File: src/rtl/dispatcher_pkg.sv
// Shared widths, tag constants, FSM encoding and slot/issue record types
// for the in-order dispatch stage.
package dispatcher_pkg;

    localparam int INS_OP_W  = 8;
    localparam int REG_DAT_W = 32;
    localparam int ROB_ADD_W = 5;
    localparam int REG_ADD_W = 5;

    // Tag 0 means the operand value is already available
    localparam logic [ROB_ADD_W-1:0] ROB_TAG_NONE = '0;
    localparam logic [REG_ADD_W-1:0] REG_X0       = '0;

    typedef enum logic {
        ST_EMPTY = 1'b0,
        ST_HOLD  = 1'b1
    } state_e;

    // Contents of the single holding slot
    typedef struct packed {
        logic [INS_OP_W-1:0]  op;
        logic [31:0]          pc;
        logic [31:0]          imm;
        logic [REG_ADD_W-1:0] rd;
        logic                 is_mem;
        logic [ROB_ADD_W-1:0] q1;
        logic [REG_DAT_W-1:0] v1;
        logic [ROB_ADD_W-1:0] q2;
        logic [REG_DAT_W-1:0] v2;
        logic [ROB_ADD_W-1:0] tag;
    } slot_t;

    // Entry written into the reservation station or load/store buffer
    typedef struct packed {
        logic [INS_OP_W-1:0]  op;
        logic [31:0]          pc;
        logic [31:0]          imm;
        logic [ROB_ADD_W-1:0] qs1;
        logic [ROB_ADD_W-1:0] qs2;
        logic [REG_DAT_W-1:0] vs1;
        logic [REG_DAT_W-1:0] vs2;
        logic [ROB_ADD_W-1:0] qd;
    } issue_t;

    // A broadcast resolves an operand only when it carries a real tag
    function automatic logic bus_hit(input logic                 bus_en,
                                     input logic [ROB_ADD_W-1:0] bus_q,
                                     input logic [ROB_ADD_W-1:0] q);
        return bus_en && (q != ROB_TAG_NONE) && (bus_q == q);
    endfunction

endpackage

File: src/rtl/dispatcher_operand_resolve.sv
// Single-operand merge: x0 forcing, register-file tag/value, and wake-up
// from the EX and LSB result buses (EX takes precedence).
module operand_resolve
    import dispatcher_pkg::*;
(
    input  logic                 rs_zero,
    input  logic [ROB_ADD_W-1:0] q_in,
    input  logic [REG_DAT_W-1:0] v_in,
    input  logic                 ex_en,
    input  logic [ROB_ADD_W-1:0] ex_qd,
    input  logic [REG_DAT_W-1:0] ex_vd,
    input  logic                 lsb_en,
    input  logic [ROB_ADD_W-1:0] lsb_qd,
    input  logic [REG_DAT_W-1:0] lsb_vd,
    output logic [ROB_ADD_W-1:0] q_out,
    output logic [REG_DAT_W-1:0] v_out
);

    // Priority merge of the operand sources
    always_comb begin
        q_out = q_in;
        v_out = v_in;
        if (rs_zero) begin
            q_out = ROB_TAG_NONE;
            v_out = '0;
        end else if (bus_hit(ex_en, ex_qd, q_in)) begin
            q_out = ROB_TAG_NONE;
            v_out = ex_vd;
        end else if (bus_hit(lsb_en, lsb_qd, q_in)) begin
            q_out = ROB_TAG_NONE;
            v_out = lsb_vd;
        end
    end

endmodule

File: src/rtl/dispatcher.sv
// In-order dispatch stage: holds one decoded instruction, resolves its
// operands, and issues it to the RS or LSB together with ROB allocation
// and the rename-table write.
module dispatcher
    import dispatcher_pkg::*;
(
    input  logic                 clk,
    input  logic                 rst,
    input  logic                 en,
    input  logic                 iDC_En,
    input  logic [INS_OP_W-1:0]  iDC_Op,
    input  logic [31:0]          iDC_Pc,
    input  logic [31:0]          iDC_Imm,
    input  logic [REG_ADD_W-1:0] iDC_Rs1,
    input  logic [REG_ADD_W-1:0] iDC_Rs2,
    input  logic [REG_ADD_W-1:0] iDC_Rd,
    input  logic                 iDC_IsMem,
    output logic                 oDC_Stall,
    output logic [REG_ADD_W-1:0] oRF_Rs1,
    output logic [REG_ADD_W-1:0] oRF_Rs2,
    input  logic [ROB_ADD_W-1:0] iRF_Q1,
    input  logic [REG_DAT_W-1:0] iRF_V1,
    input  logic [ROB_ADD_W-1:0] iRF_Q2,
    input  logic [REG_DAT_W-1:0] iRF_V2,
    input  logic                 iROB_Full,
    input  logic                 iRS_Full,
    input  logic                 iLSB_Full,
    input  logic [ROB_ADD_W-1:0] iROB_Tag,
    input  logic                 iEX_En,
    input  logic [ROB_ADD_W-1:0] iEX_Qd,
    input  logic [REG_DAT_W-1:0] iEX_Vd,
    input  logic                 iLSB_En,
    input  logic [ROB_ADD_W-1:0] iLSB_Qd,
    input  logic [REG_DAT_W-1:0] iLSB_Vd,
    input  logic                 iFlush,
    output logic                 oRS_En,
    output logic [INS_OP_W-1:0]  oRS_Op,
    output logic [31:0]          oRS_Pc,
    output logic [31:0]          oRS_Imm,
    output logic [ROB_ADD_W-1:0] oRS_Qs1,
    output logic [ROB_ADD_W-1:0] oRS_Qs2,
    output logic [REG_DAT_W-1:0] oRS_Vs1,
    output logic [REG_DAT_W-1:0] oRS_Vs2,
    output logic [ROB_ADD_W-1:0] oRS_Qd,
    output logic                 oLSB_En,
    output logic [INS_OP_W-1:0]  oLSB_Op,
    output logic [31:0]          oLSB_Pc,
    output logic [31:0]          oLSB_Imm,
    output logic [ROB_ADD_W-1:0] oLSB_Qs1,
    output logic [ROB_ADD_W-1:0] oLSB_Qs2,
    output logic [REG_DAT_W-1:0] oLSB_Vs1,
    output logic [REG_DAT_W-1:0] oLSB_Vs2,
    output logic [ROB_ADD_W-1:0] oLSB_Qd,
    output logic                 oROB_En,
    output logic [INS_OP_W-1:0]  oROB_Op,
    output logic [31:0]          oROB_Pc,
    output logic [REG_ADD_W-1:0] oROB_Rd,
    output logic                 oRF_En,
    output logic [REG_ADD_W-1:0] oRF_Rd,
    output logic [ROB_ADD_W-1:0] oRF_Tag
);

    state_e state_q, state_d;
    slot_t  slot_q,  slot_d;
    issue_t rs_issue_q,  rs_issue_d;
    issue_t lsb_issue_q, lsb_issue_d;
    logic   rs_en_q,  rs_en_d;
    logic   lsb_en_q, lsb_en_d;
    logic   rob_en_q, rob_en_d;
    logic   rf_en_q,  rf_en_d;
    logic [INS_OP_W-1:0]  rob_op_q,  rob_op_d;
    logic [31:0]          rob_pc_q,  rob_pc_d;
    logic [REG_ADD_W-1:0] rob_rd_q,  rob_rd_d;
    logic [REG_ADD_W-1:0] rf_rd_q,   rf_rd_d;
    logic [ROB_ADD_W-1:0] rf_tag_q,  rf_tag_d;

    logic   go;
    logic   latch;
    issue_t issue_next;

    // Operand resolution arrays: index 0 = rs1, index 1 = rs2
    logic [1:0]           lat_rs_zero;
    logic [ROB_ADD_W-1:0] lat_q_in   [2];
    logic [REG_DAT_W-1:0] lat_v_in   [2];
    logic [ROB_ADD_W-1:0] lat_q_out  [2];
    logic [REG_DAT_W-1:0] lat_v_out  [2];
    logic [ROB_ADD_W-1:0] hold_q_in  [2];
    logic [REG_DAT_W-1:0] hold_v_in  [2];
    logic [ROB_ADD_W-1:0] hold_q_out [2];
    logic [REG_DAT_W-1:0] hold_v_out [2];

    assign oRF_Rs1 = iDC_Rs1;
    assign oRF_Rs2 = iDC_Rs2;

    assign lat_rs_zero[0] = (iDC_Rs1 == REG_X0);
    assign lat_rs_zero[1] = (iDC_Rs2 == REG_X0);
    assign lat_q_in[0]    = iRF_Q1;
    assign lat_q_in[1]    = iRF_Q2;
    assign lat_v_in[0]    = iRF_V1;
    assign lat_v_in[1]    = iRF_V2;
    assign hold_q_in[0]   = slot_q.q1;
    assign hold_q_in[1]   = slot_q.q2;
    assign hold_v_in[0]   = slot_q.v1;
    assign hold_v_in[1]   = slot_q.v2;

    // Latch path resolves incoming operands; hold path snoops the slot
    genvar gi;
    generate
        for (gi = 0; gi < 2; gi++) begin : g_opnd
            operand_resolve u_latch (
                .rs_zero (lat_rs_zero[gi]),
                .q_in    (lat_q_in[gi]),
                .v_in    (lat_v_in[gi]),
                .ex_en   (iEX_En),
                .ex_qd   (iEX_Qd),
                .ex_vd   (iEX_Vd),
                .lsb_en  (iLSB_En),
                .lsb_qd  (iLSB_Qd),
                .lsb_vd  (iLSB_Vd),
                .q_out   (lat_q_out[gi]),
                .v_out   (lat_v_out[gi])
            );
            operand_resolve u_hold (
                .rs_zero (1'b0),
                .q_in    (hold_q_in[gi]),
                .v_in    (hold_v_in[gi]),
                .ex_en   (iEX_En),
                .ex_qd   (iEX_Qd),
                .ex_vd   (iEX_Vd),
                .lsb_en  (iLSB_En),
                .lsb_qd  (iLSB_Qd),
                .lsb_vd  (iLSB_Vd),
                .q_out   (hold_q_out[gi]),
                .v_out   (hold_v_out[gi])
            );
        end
    endgenerate

    // Dispatch/latch decisions and the decoder handshake
    always_comb begin
        go = en && (state_q == ST_HOLD) && !iROB_Full && !iFlush &&
             (slot_q.is_mem ? !iLSB_Full : !iRS_Full);
        latch = en && !iFlush && iDC_En && ((state_q == ST_EMPTY) || go);
        oDC_Stall = (state_q == ST_HOLD) && !go;

        // Outgoing operands carry this cycle's bus wake-ups
        issue_next.op  = slot_q.op;
        issue_next.pc  = slot_q.pc;
        issue_next.imm = slot_q.imm;
        issue_next.qs1 = hold_q_out[0];
        issue_next.qs2 = hold_q_out[1];
        issue_next.vs1 = hold_v_out[0];
        issue_next.vs2 = hold_v_out[1];
        issue_next.qd  = slot_q.tag;
    end

    // Next-state for the FSM, the slot and all registered outputs
    always_comb begin
        state_d = state_q;
        slot_d  = slot_q;
        if (en) begin
            if (iFlush) begin
                state_d = ST_EMPTY;
            end else if (latch) begin
                state_d       = ST_HOLD;
                slot_d.op     = iDC_Op;
                slot_d.pc     = iDC_Pc;
                slot_d.imm    = iDC_Imm;
                slot_d.rd     = iDC_Rd;
                slot_d.is_mem = iDC_IsMem;
                slot_d.q1     = lat_q_out[0];
                slot_d.v1     = lat_v_out[0];
                slot_d.q2     = lat_q_out[1];
                slot_d.v2     = lat_v_out[1];
                slot_d.tag    = iROB_Tag;
            end else if (go) begin
                state_d = ST_EMPTY;
            end else if (state_q == ST_HOLD) begin
                slot_d.q1 = hold_q_out[0];
                slot_d.v1 = hold_v_out[0];
                slot_d.q2 = hold_q_out[1];
                slot_d.v2 = hold_v_out[1];
            end
        end

        rs_en_d  = go && !slot_q.is_mem;
        lsb_en_d = go && slot_q.is_mem;
        rob_en_d = go;
        rf_en_d  = go && (slot_q.rd != REG_X0);

        rs_issue_d  = rs_en_d  ? issue_next : rs_issue_q;
        lsb_issue_d = lsb_en_d ? issue_next : lsb_issue_q;
        rob_op_d    = go ? slot_q.op : rob_op_q;
        rob_pc_d    = go ? slot_q.pc : rob_pc_q;
        rob_rd_d    = go ? slot_q.rd : rob_rd_q;
        rf_rd_d     = rf_en_d ? slot_q.rd  : rf_rd_q;
        rf_tag_d    = rf_en_d ? slot_q.tag : rf_tag_q;
    end

    // State registers with synchronous active-low reset
    always_ff @(posedge clk) begin
        if (!rst) begin
            state_q     <= ST_EMPTY;
            slot_q      <= '0;
            rs_issue_q  <= '0;
            lsb_issue_q <= '0;
            rs_en_q     <= 1'b0;
            lsb_en_q    <= 1'b0;
            rob_en_q    <= 1'b0;
            rf_en_q     <= 1'b0;
            rob_op_q    <= '0;
            rob_pc_q    <= '0;
            rob_rd_q    <= '0;
            rf_rd_q     <= '0;
            rf_tag_q    <= '0;
        end else begin
            state_q     <= state_d;
            slot_q      <= slot_d;
            rs_issue_q  <= rs_issue_d;
            lsb_issue_q <= lsb_issue_d;
            rs_en_q     <= rs_en_d;
            lsb_en_q    <= lsb_en_d;
            rob_en_q    <= rob_en_d;
            rf_en_q     <= rf_en_d;
            rob_op_q    <= rob_op_d;
            rob_pc_q    <= rob_pc_d;
            rob_rd_q    <= rob_rd_d;
            rf_rd_q     <= rf_rd_d;
            rf_tag_q    <= rf_tag_d;
        end
    end

    // Enables are additionally masked so a stalled back end never sees a write
    assign oRS_En   = rs_en_q  && en;
    assign oLSB_En  = lsb_en_q && en;
    assign oROB_En  = rob_en_q && en;
    assign oRF_En   = rf_en_q  && en;

    assign oRS_Op   = rs_issue_q.op;
    assign oRS_Pc   = rs_issue_q.pc;
    assign oRS_Imm  = rs_issue_q.imm;
    assign oRS_Qs1  = rs_issue_q.qs1;
    assign oRS_Qs2  = rs_issue_q.qs2;
    assign oRS_Vs1  = rs_issue_q.vs1;
    assign oRS_Vs2  = rs_issue_q.vs2;
    assign oRS_Qd   = rs_issue_q.qd;

    assign oLSB_Op  = lsb_issue_q.op;
    assign oLSB_Pc  = lsb_issue_q.pc;
    assign oLSB_Imm = lsb_issue_q.imm;
    assign oLSB_Qs1 = lsb_issue_q.qs1;
    assign oLSB_Qs2 = lsb_issue_q.qs2;
    assign oLSB_Vs1 = lsb_issue_q.vs1;
    assign oLSB_Vs2 = lsb_issue_q.vs2;
    assign oLSB_Qd  = lsb_issue_q.qd;

    assign oROB_Op  = rob_op_q;
    assign oROB_Pc  = rob_pc_q;
    assign oROB_Rd  = rob_rd_q;
    assign oRF_Rd   = rf_rd_q;
    assign oRF_Tag  = rf_tag_q;

endmodule

File: config.mk
export PLATFORM = sky130hd
export DESIGN_NAME = dispatcher
export DESIGN_NICKNAME = d
export VERILOG_FILES = /design/src/rtl/dispatcher_pkg.sv /design/src/rtl/dispatcher_operand_resolve.sv /design/src/rtl/dispatcher.sv
export SDC_FILE = /design/constraint.sdc
export NUM_CORES = 1
export LEC_CHECK = 0
export BUFFER_PORTS_ARGS = -buffer_cell sky130_fd_sc_hd__buf_2
export CORE_AREA = 2 2 243 245
export CTS_CLUSTER_SIZE = 12
export DETAILED_ROUTE_END_ITERATION = 7
export DIE_AREA = 0 0 245 247
export HOLD_SLACK_MARGIN = 0.15
export PLACE_DENSITY = 0.69
export SLEW_MARGIN = 15
export SYNTH_ARGS = -nofsm -noshare
export SYNTH_HDL_FRONTEND = slang
export SYNTH_SLANG_ARGS = --single-unit
File: constraint.sdc
create_clock -name clk -period 3.42 [get_ports clk]
set_input_delay 0.513 -clock clk [delete_from_list [all_inputs] [get_ports clk]]
set_output_delay 0.513 -clock clk [all_outputs]
set_load 0.03 [all_outputs]
Word level (Yosys, flattened, before mapping)
Index checks and enable logic that the tools add are counted.

storage, ports and cells
  register bits after elaboration = 519
  bits of input ports = 251
  word-level logic and storage cells = 124

cells by class
  equal/unequal tests = 9
  mux-type cells = 27
  bitwise gates (word level) = 2
  reductions and logical operators = 50

operators with widths
  operator            count
  $mux 32             10
  $mux 74             3
  $mux 5              10
  $eq 5x5->1          8
  $logic_and 1x1->1   31
  $reduce_bool 5->1   5
  $logic_not 5->1     2
  $logic_not 1->1     6
  $mux 1              4
  $reduce_and 4->1    1
  $reduce_and 3->1    1
  $reduce_bool 3->1   1
  $ne 2x1->1 const B  1
  $not 1->1           2
  $reduce_and 2->1    1
  $reduce_bool 2->1   1
  $logic_or 1x1->1    1

Longest topological paths before layout
Gate-level depths: netlist of the first run.

  depth in word-level cells = 8
  depth in mapped cells = 9

Cells and area by module
Synthesis of the first run repeated with hierarchy kept, for this count alone.

unflattened totals
  cells, all modules = 2,924
  area total of the unflattened synthesis = 25,341.8 sq um

by module, submodules not included
  module           instances  cells an instance  area each (sq um)  seq. area each (sq um)
  dispatcher       1          2,200              19,776.5           10,390.0
  operand_resolve  4          181                1,391.3            0.0

Worst setup path before layout of the first run
Ideal clock, no wire load.

  path type = input port to flip-flop
  start = in iROB_Full
  end = reg slot_q (netlist bit hold_v_in[36])
  library setup time = 0.122 ns
  data arrival time = 2.126 ns
  setup slack = 1.172 ns
  stages on the path = 8
  path buffers = 2
  path through = and4bb_1 buf_2 o21ai_2 and2_1 nand4b_1 clkbuf_1 a211oi_1 a221o_1

on the way
  cells in the longest elaborated chain, start to end = 8

RTL lines
  what                                                                     RTL line           text
  start: declaration                                                       dispatcher.sv:25   input logic iROB_Full,
  $logic_not 1->1 *                                                        dispatcher.sv:141  go = en && (state_q == ST_HOLD) && !iROB_Full && !iFlush &&
  $logic_and 1x1->1 * (3 in a row)                                         dispatcher.sv:141
  $logic_or 1x1->1                                                         dispatcher.sv:143  latch = en && !iFlush && iDC_En && ((state_q == ST_EMPTY) || go);
  $logic_and 1x1->1                                                        dispatcher.sv:143
  $ne 2x1->1 (no source line) / $reduce_bool 2->1 (equally long branches)  -
  $reduce_and 4->1 (no source line)                                        -
  end signal: assignment                                                   dispatcher.sv:218  slot_q <= slot_d;
  end: declaration                                                         dispatcher.sv:64   slot_t slot_q, slot_d;

Every way passes the cells marked *; elsewhere a longest branch is shown, timed or not.
A chain may end at the register's enable or synchronous reset.

Worst setup path in the final report of the first run
  start = reg state_q
  end = reg slot_q (netlist bit hold_v_in[47])

on the way
  cells in the longest elaborated chain, start to end = 8

RTL lines
  what                                                                     RTL line           text
  start: declaration                                                       dispatcher.sv:63   state_e state_q, state_d;
  start signal: assignment                                                 dispatcher.sv:217  state_q <= state_d;
  $logic_and 1x1->1 (4 in a row)                                           dispatcher.sv:141
  $logic_or 1x1->1                                                         dispatcher.sv:143
  $logic_and 1x1->1                                                        dispatcher.sv:143
  $ne 2x1->1 (no source line) / $reduce_bool 2->1 (equally long branches)  -
  $reduce_and 4->1 (no source line)                                        -

Parallel ways exist; a longest one is shown, timed or not.

==> flow_summary.ini, run 1 <==
[layout]
area_growth_syn_to_layout_pct = 27.7
final_cells = 4255
drive_gt1_share_pct = 22.9
layout_commonest_cell = nand2_1
layout_common_cells = nand2_1, buf_2, dfxtp_1
nNetsFinal = 3682
final_core_util_pct = 50.4

[synth]
synth-async-reset-ratio_pct = 0
syn_area_sq_um = 23000
synth_warnings = 0
ys_seq_area_share_pct = 45.2
synth_cell_types = 53
yosys_register_bits = 519
yosysTopAreaCell = dfxtp_1
synth_edf_count = 0
syn_nets = 3135
synth_flop_cell = dfxtp_1
syn_avg_cell_area_sq_um = 7.97
synth_top_area_share_pct = 45.2
synthCells = 2884
synth.area.top_cells = dfxtp_1, nand2_1, a21boi_0

[critical_path]
worstPathCellList = and4bb_1 -> o21ai_4 -> a21o_1 -> and2_2 -> nor2b_2 -> buf_4 -> a221o_1
path_class = reg2reg
cp_slowest_cell = dfxtp_1
crit_buf_inv = 1
critical-path-top-delay-family = simple AND/OR/NAND/NOR gates
slowest_delay_ns = 0.56
path_max_fanout = 32
worstPathArrival_ns = 3.43
worstPathRequired_ns = 3.99
worst_setup_path_start_kind = flip-flop
endpoint_kind = flip-flop

[routing]
num_vias = 23400
ant_nets = 0
drt-pass1-iter-count = 6
routedWlPerCell_microns = 21.4
drt-total-wl_microns = 91200
drc = 0
drt_first_iter_violations = 2130
via_per_inst = 5.49

[clock_network]
cts_tree = built
clkTransAtPathRegs_ns = 0.06
clockRootBuffer = clkbuf_16
cts-htree-levels = 2
cts_buffer_depth = 3
clk_latency_ns = 0.63
cts_sinks = 519
cts-buffers-inserted = 57

[floorplan]
num_rows = 89
dieWidth_microns = 245
die_area_sq_um = 60500
pin_count = 623
core_area_sq_um = 58200
start_util_pct = 39.5
die_y_microns = 247

[sta]
min_period_ns = 2.87
timing.fmax_mhz = 349
post-route-period-util_pct = 83.8
drv_slew = 0
skew_ns = 0.0208
fin_tns_setup_ns = 0
holdWs_ns = 0.180
hold_viol_final = 0
worst_slew_pin_slew_ns = 0.891
relSlewSlack_pct = 40.6
setup_viol = 0
grt_setup_unrepaired = no

[grt]
grt_pass1_vias = 21500
grt_first_pass_wirelength_microns = 134000
grt_usage_pct = 28.6
grt-ovfl-total = 0
grt_max_degree = 195
antenna_found_initial = 9

[min_path]
worstHoldPathType = in2reg

[placed_design]
gp_congestion = 0.930
place_inst = 4071
port-buffer-count = 622
hpwl_microns = 62100

[job]
maxCapViolCount = 0

[pwr]
leakagePower_uw = 0.0115
ir_drop_mv = 0.396
powerDensity_nw_per_um2 = 466

[run_status]
outcome = finished, final reports clean
[repair_timing]
| item | 4_1_cts | 5_1_grt |
|---|---|---|
| endpoints found under the hold margin | 74 | 0 |
| setup buffers | 0 | 0 |
| hold buffers | 74 | 0 |
| gates resized for setup | 0 | 0 |
[cell usage after synthesis, types with 3 or more instances]
cell         n
a21boi_1    91
nand3_1     83
buf_1       11
clkbuf_1   201
o31ai_1      4
o211ai_2     3
a31oi_1     64
or4_1        4
dfxtp_1    519
or3_1        3
xor2_1       8
nand4_1      5
buf_4       14
buf_6        4
mux2i_1     34
nand2_1    891
nor2_1     105
xnor2_1     32
a211oi_1    34
a21boi_0   345
a21oi_1     33
and3_1       4
a2bb2oi_1   30
o21ai_0    128
and2_1      12
nor2b_1     16
buf_2       37
nor3_1      64
a22oi_1     10
a221oi_1    30
a21o_1       4
a221o_1     32
[through the flow]
| step | worst slack [ns] | total power [uW] | area, sq um |
|---|---|---|---|
| global placement | 0.561 | 7350 | 26700 |
| global route | 0.429 | 14100 | 29400 |
| CTS | 0.580 | 13700 | 29300 |
| detailed placement | 0.506 | 7350 | 26700 |
| floorplan | 1.17 | 6890 | 23000 |
| finish | 0.553 | 13700 | 29400 |
[metal layers]
metal,vias up,global-route usage (%),share of wire (%),wire length (microns)
met1,11000,35.8,40,36500
met4,2,12.7,4.5,4110
met2,1238,45.8,46,41600
met3,234,7.86,9.8,8910
met5,-,0,0.012,11
li1,10900,-,-,-
[state kept, by name (all words and copies together), names as in the netlist, 6 cells and up]
register    flops
oRS_Vs1        32
oRS_Vs2        32
oRS_Op          8
hold_v_in      64
oRS_Pc         32
oROB_Op         8
slot_q          6
oLSB_Vs2       32
oLSB_Imm       32
hold_q_in      10
oLSB_Vs1       32
oLSB_Op         8
issue_next     77
oRS_Imm        32
oLSB_Pc        32
oROB_Pc        32
[worst paths after layout]
path	end	slack, ns	from	depth (start not counted)
hold reg to reg	oRS_Vs2[28]	0.45	oRS_Vs2[28]	2
setup reg to reg	hold_v_in[47]	0.55	state_q	7
hold / removal	issue_next[92]	0.18	iDC_Imm[13]	3
setup / recovery	hold_v_in[47]	0.55	state_q	7
[where the power goes]
| part | switching (uW) | total [uW] | internal [uW] |
|---|---|---|---|
| logic | 687 | 1140 | 450 |
| clock network | 2650 | 6370 | 3710 |
| registers | 60.8 | 6180 | 6120 |
| total | 3400 | 13700 | 10300 |
[worst min-delay path: stages]
cell and delay, ns:
buf_2 0.10, nand2_1 0.06, a21boi_0 0.08
[cell type report]
| cell class | instances | area, sq um |
|---|---|---|
| timing repair buffer | 757 | 4500 |
| multi-input combinational | 2096 | 11600 |
| clock inverter | 15 | 255 |
| sequential | 519 | 10400 |
| tap | 773 | 967 |
| fill | 5639 | 28900 |
| clock buffer | 87 | 1650 |
| antenna | 8 | 20.0 |
[kinds of logic after synthesis]
group           Yosys count  share of synthesized area [%]
compound gates          818                           25.5
simple gates           1204                           21.3
buf+inv                 269                           4.96
xor+xnor                 40                           1.52
mux                      34                           1.48
flops                   519                           45.2
No activity file was read; power rests on OpenSTA's default activity.
==> run 2, diff against run 1 <==
- CORE_AREA: 2 2 243 245 -> unset
- CORE_ASPECT_RATIO: unset -> 0.5
- CORE_UTILIZATION: unset -> 48
- DIE_AREA: 0 0 245 247 -> unset
- PLACE_DENSITY: 0.69 -> 0.83
- clock period: 3.42 -> 2.5 ns (I/O delays scaled with it)
==> run 2 against run 1 <==
Against the previous run:
- critical path depth grew 2
- global-route usage rose by 5.9 points
- highest routed layer unchanged
- largest power group is now registers
- critical path type is now in2reg
- clock skew fell by 0.0017 ns
- setup slack got worse by 0.45 ns
- clock-buffer cell count down 30
- core utilization increased by 12 points
- sequential cell count stayed put
- non-clock buffer count is 30 higher
- die area fell by 19%
==> flow_summary.ini, run 2 (same netlist as run 1, synthesis figures left out) <==
[run_status]
outcome = finished, final reports clean

[clock_network]
clkTransAtPathRegs_ns = 0.06
post-cts-setup-buffers = 0
clk_latency_ns = 0.60
cts_tree = built
cts_buffer_depth = 3
cts-buffers-inserted = 50
cts_sinks = 519
cts-htree-levels = 2
clockRootBuffer = clkbuf_16

[routing]
drt-pass1-iter-count = 6
drt-total-wl_microns = 88500
drt_first_iter_violations = 3512
via_per_inst = 5.97
drc = 0
ant_nets = 0
num_vias = 24600
routedWlPerCell_microns = 21.5

[sta]
relSlewSlack_pct = 33.2
drv_slew = 0
min_period_ns = 2.40
timing.fmax_mhz = 417
post-route-period-util_pct = 95.8
skew_ns = 0.0191
hold_viol_final = 0
grt_setup_unrepaired = no
holdWs_ns = 0.177
fin_tns_setup_ns = 0
setup_viol = 0
worst_slew_pin_slew_ns = 0.995

[grt]
grt_max_degree = 183
grt_pass1_vias = 22600
grt_usage_pct = 34.5
grt_first_pass_wirelength_microns = 133000
grt-ovfl-total = 0
antenna_found_initial = 20

[pwr]
leakagePower_uw = 0.0115
p_switching_uw = 4320
powerDensity_nw_per_um2 = 593
p_int_uw = 13000
swShare_pct = 24.9
power_frac_comb_pct = 9.2
ir_drop_mv = 0.496
pwr-share-seq_pct = 48.8
clkPwrFrac_pct = 42.0

[placed_design]
gp_congestion = 0.941
port-buffer-count = 622
hpwl_microns = 58500

[critical_path]
worstPathArrival_ns = 2.92
worstPathRequired_ns = 3.02
slowest_delay_ns = 0.54
r2r_slack_ns = 0.12
path_class = in2reg
cp-endpoint = hold_q_in[1]
worst_setup_path_start_kind = input pin
r2r-start = hold_q_in[7]
endpoint_kind = flip-flop
reg2reg_to = hold_q_in[9]
cp_slowest_cell = dlygate4sd3_1
worstPathCellList = dlygate4sd3_1 -> buf_2 -> or4_1 -> nor2_1 -> nand3b_1 -> buf_12 -> and3_1 -> a22oi_1 -> nor2b_1
cp-startpoint = iRF_Q2[2]
path_max_fanout = 33
ff2ff_path_depth = 7

[layout]
layout_common_cells = nand2_1, buf_2, dfxtp_1
area_growth_syn_to_layout_pct = 27.2
nNetsFinal = 3705
drive_gt1_share_pct = 22.9
largest_reg_flops = 77
layout_commonest_cell = nand2_1

[floorplan]
core_area_sq_um = 47000
dieWidth_microns = 311
die_y_microns = 157
num_rows = 56
start_util_pct = 48.9
die_area_sq_um = 48800
pin_count = 623

[min_path]
worstHoldPathType = in2reg

[job]
maxCapViolCount = 0
[run 2: cell type report]
type	count	area, sq um
timing repair buffer	787	4930
antenna	18	45.0
clock inverter	5	125
multi-input combinational	2096	11600
tap	638	798
fill	3945	17800
sequential	519	10400
clock buffer	57	1340
[run 2: worst min path at each step]
stage	from	endpoint	slack, ns	depth (start not counted)
5_1_grt	rst	oLSB_Vs1[24]	0.16	2
3_3_place_gp	oRS_Vs2[11]	oRS_Vs2[11]	0.43	2
4_1_cts	rst	hold_v_in[30]	0.15	3
2_1_floorplan	issue_next[100]	issue_next[100]	0.45	2
6_report	iRF_Q1[0]	hold_q_in[5]	0.18	3
3_5_place_dp	oRS_Vs2[4]	oRS_Vs2[4]	0.44	2
[run 2: metrics by stage]
step	area (sq um)	setup slack (ns)	total power (uW)	instances	util, %
detailed placement	26800	0.103	10000	3953	57.1
CTS	29200	0.0526	17300	4102	62.0
global route	29200	0.0106	17800	4117	62.2
finish	29200	0.105	17300	4120	62.2
floorplan	23000	0.390	9430	2884	-
global placement	26800	0.129	10000	3953	57.1
[run 2: metal layers]
| layer | up-vias | share of wire (%) | global-route usage [%] |
|---|---|---|---|
| li1 | 10900 | - | - |
| met1 | 11500 | 37 | 43.2 |
| met2 | 1681 | 45 | 53.8 |
| met3 | 477 | 10 | 8.02 |
| met4 | 8 | 7.6 | 21.7 |
| met5 | - | 0.058 | 0 |
[run 2: repair_timing]
item	in CTS	in global routing
resized for setup	0	5
hold buffers	87	0
setup endpoints to repair	0	17
endpoints found under the hold margin	87	0
[run 2: critical path, delay by kind of cell]
kind	cells	cell delay (ns)
compound gates	1	0.13
simple gates	5	1.48
buf+inv	3	0.94
[run 2: power by group through the flow]
stage	clock network, uW	registers, uW	logic, uW
finish	7270	8450	1600
global route	7690	8460	1680
CTS	7310	8450	1540
detailed placement	0	8630	1420
global placement	0	8630	1390
floorplan	0	8610	817
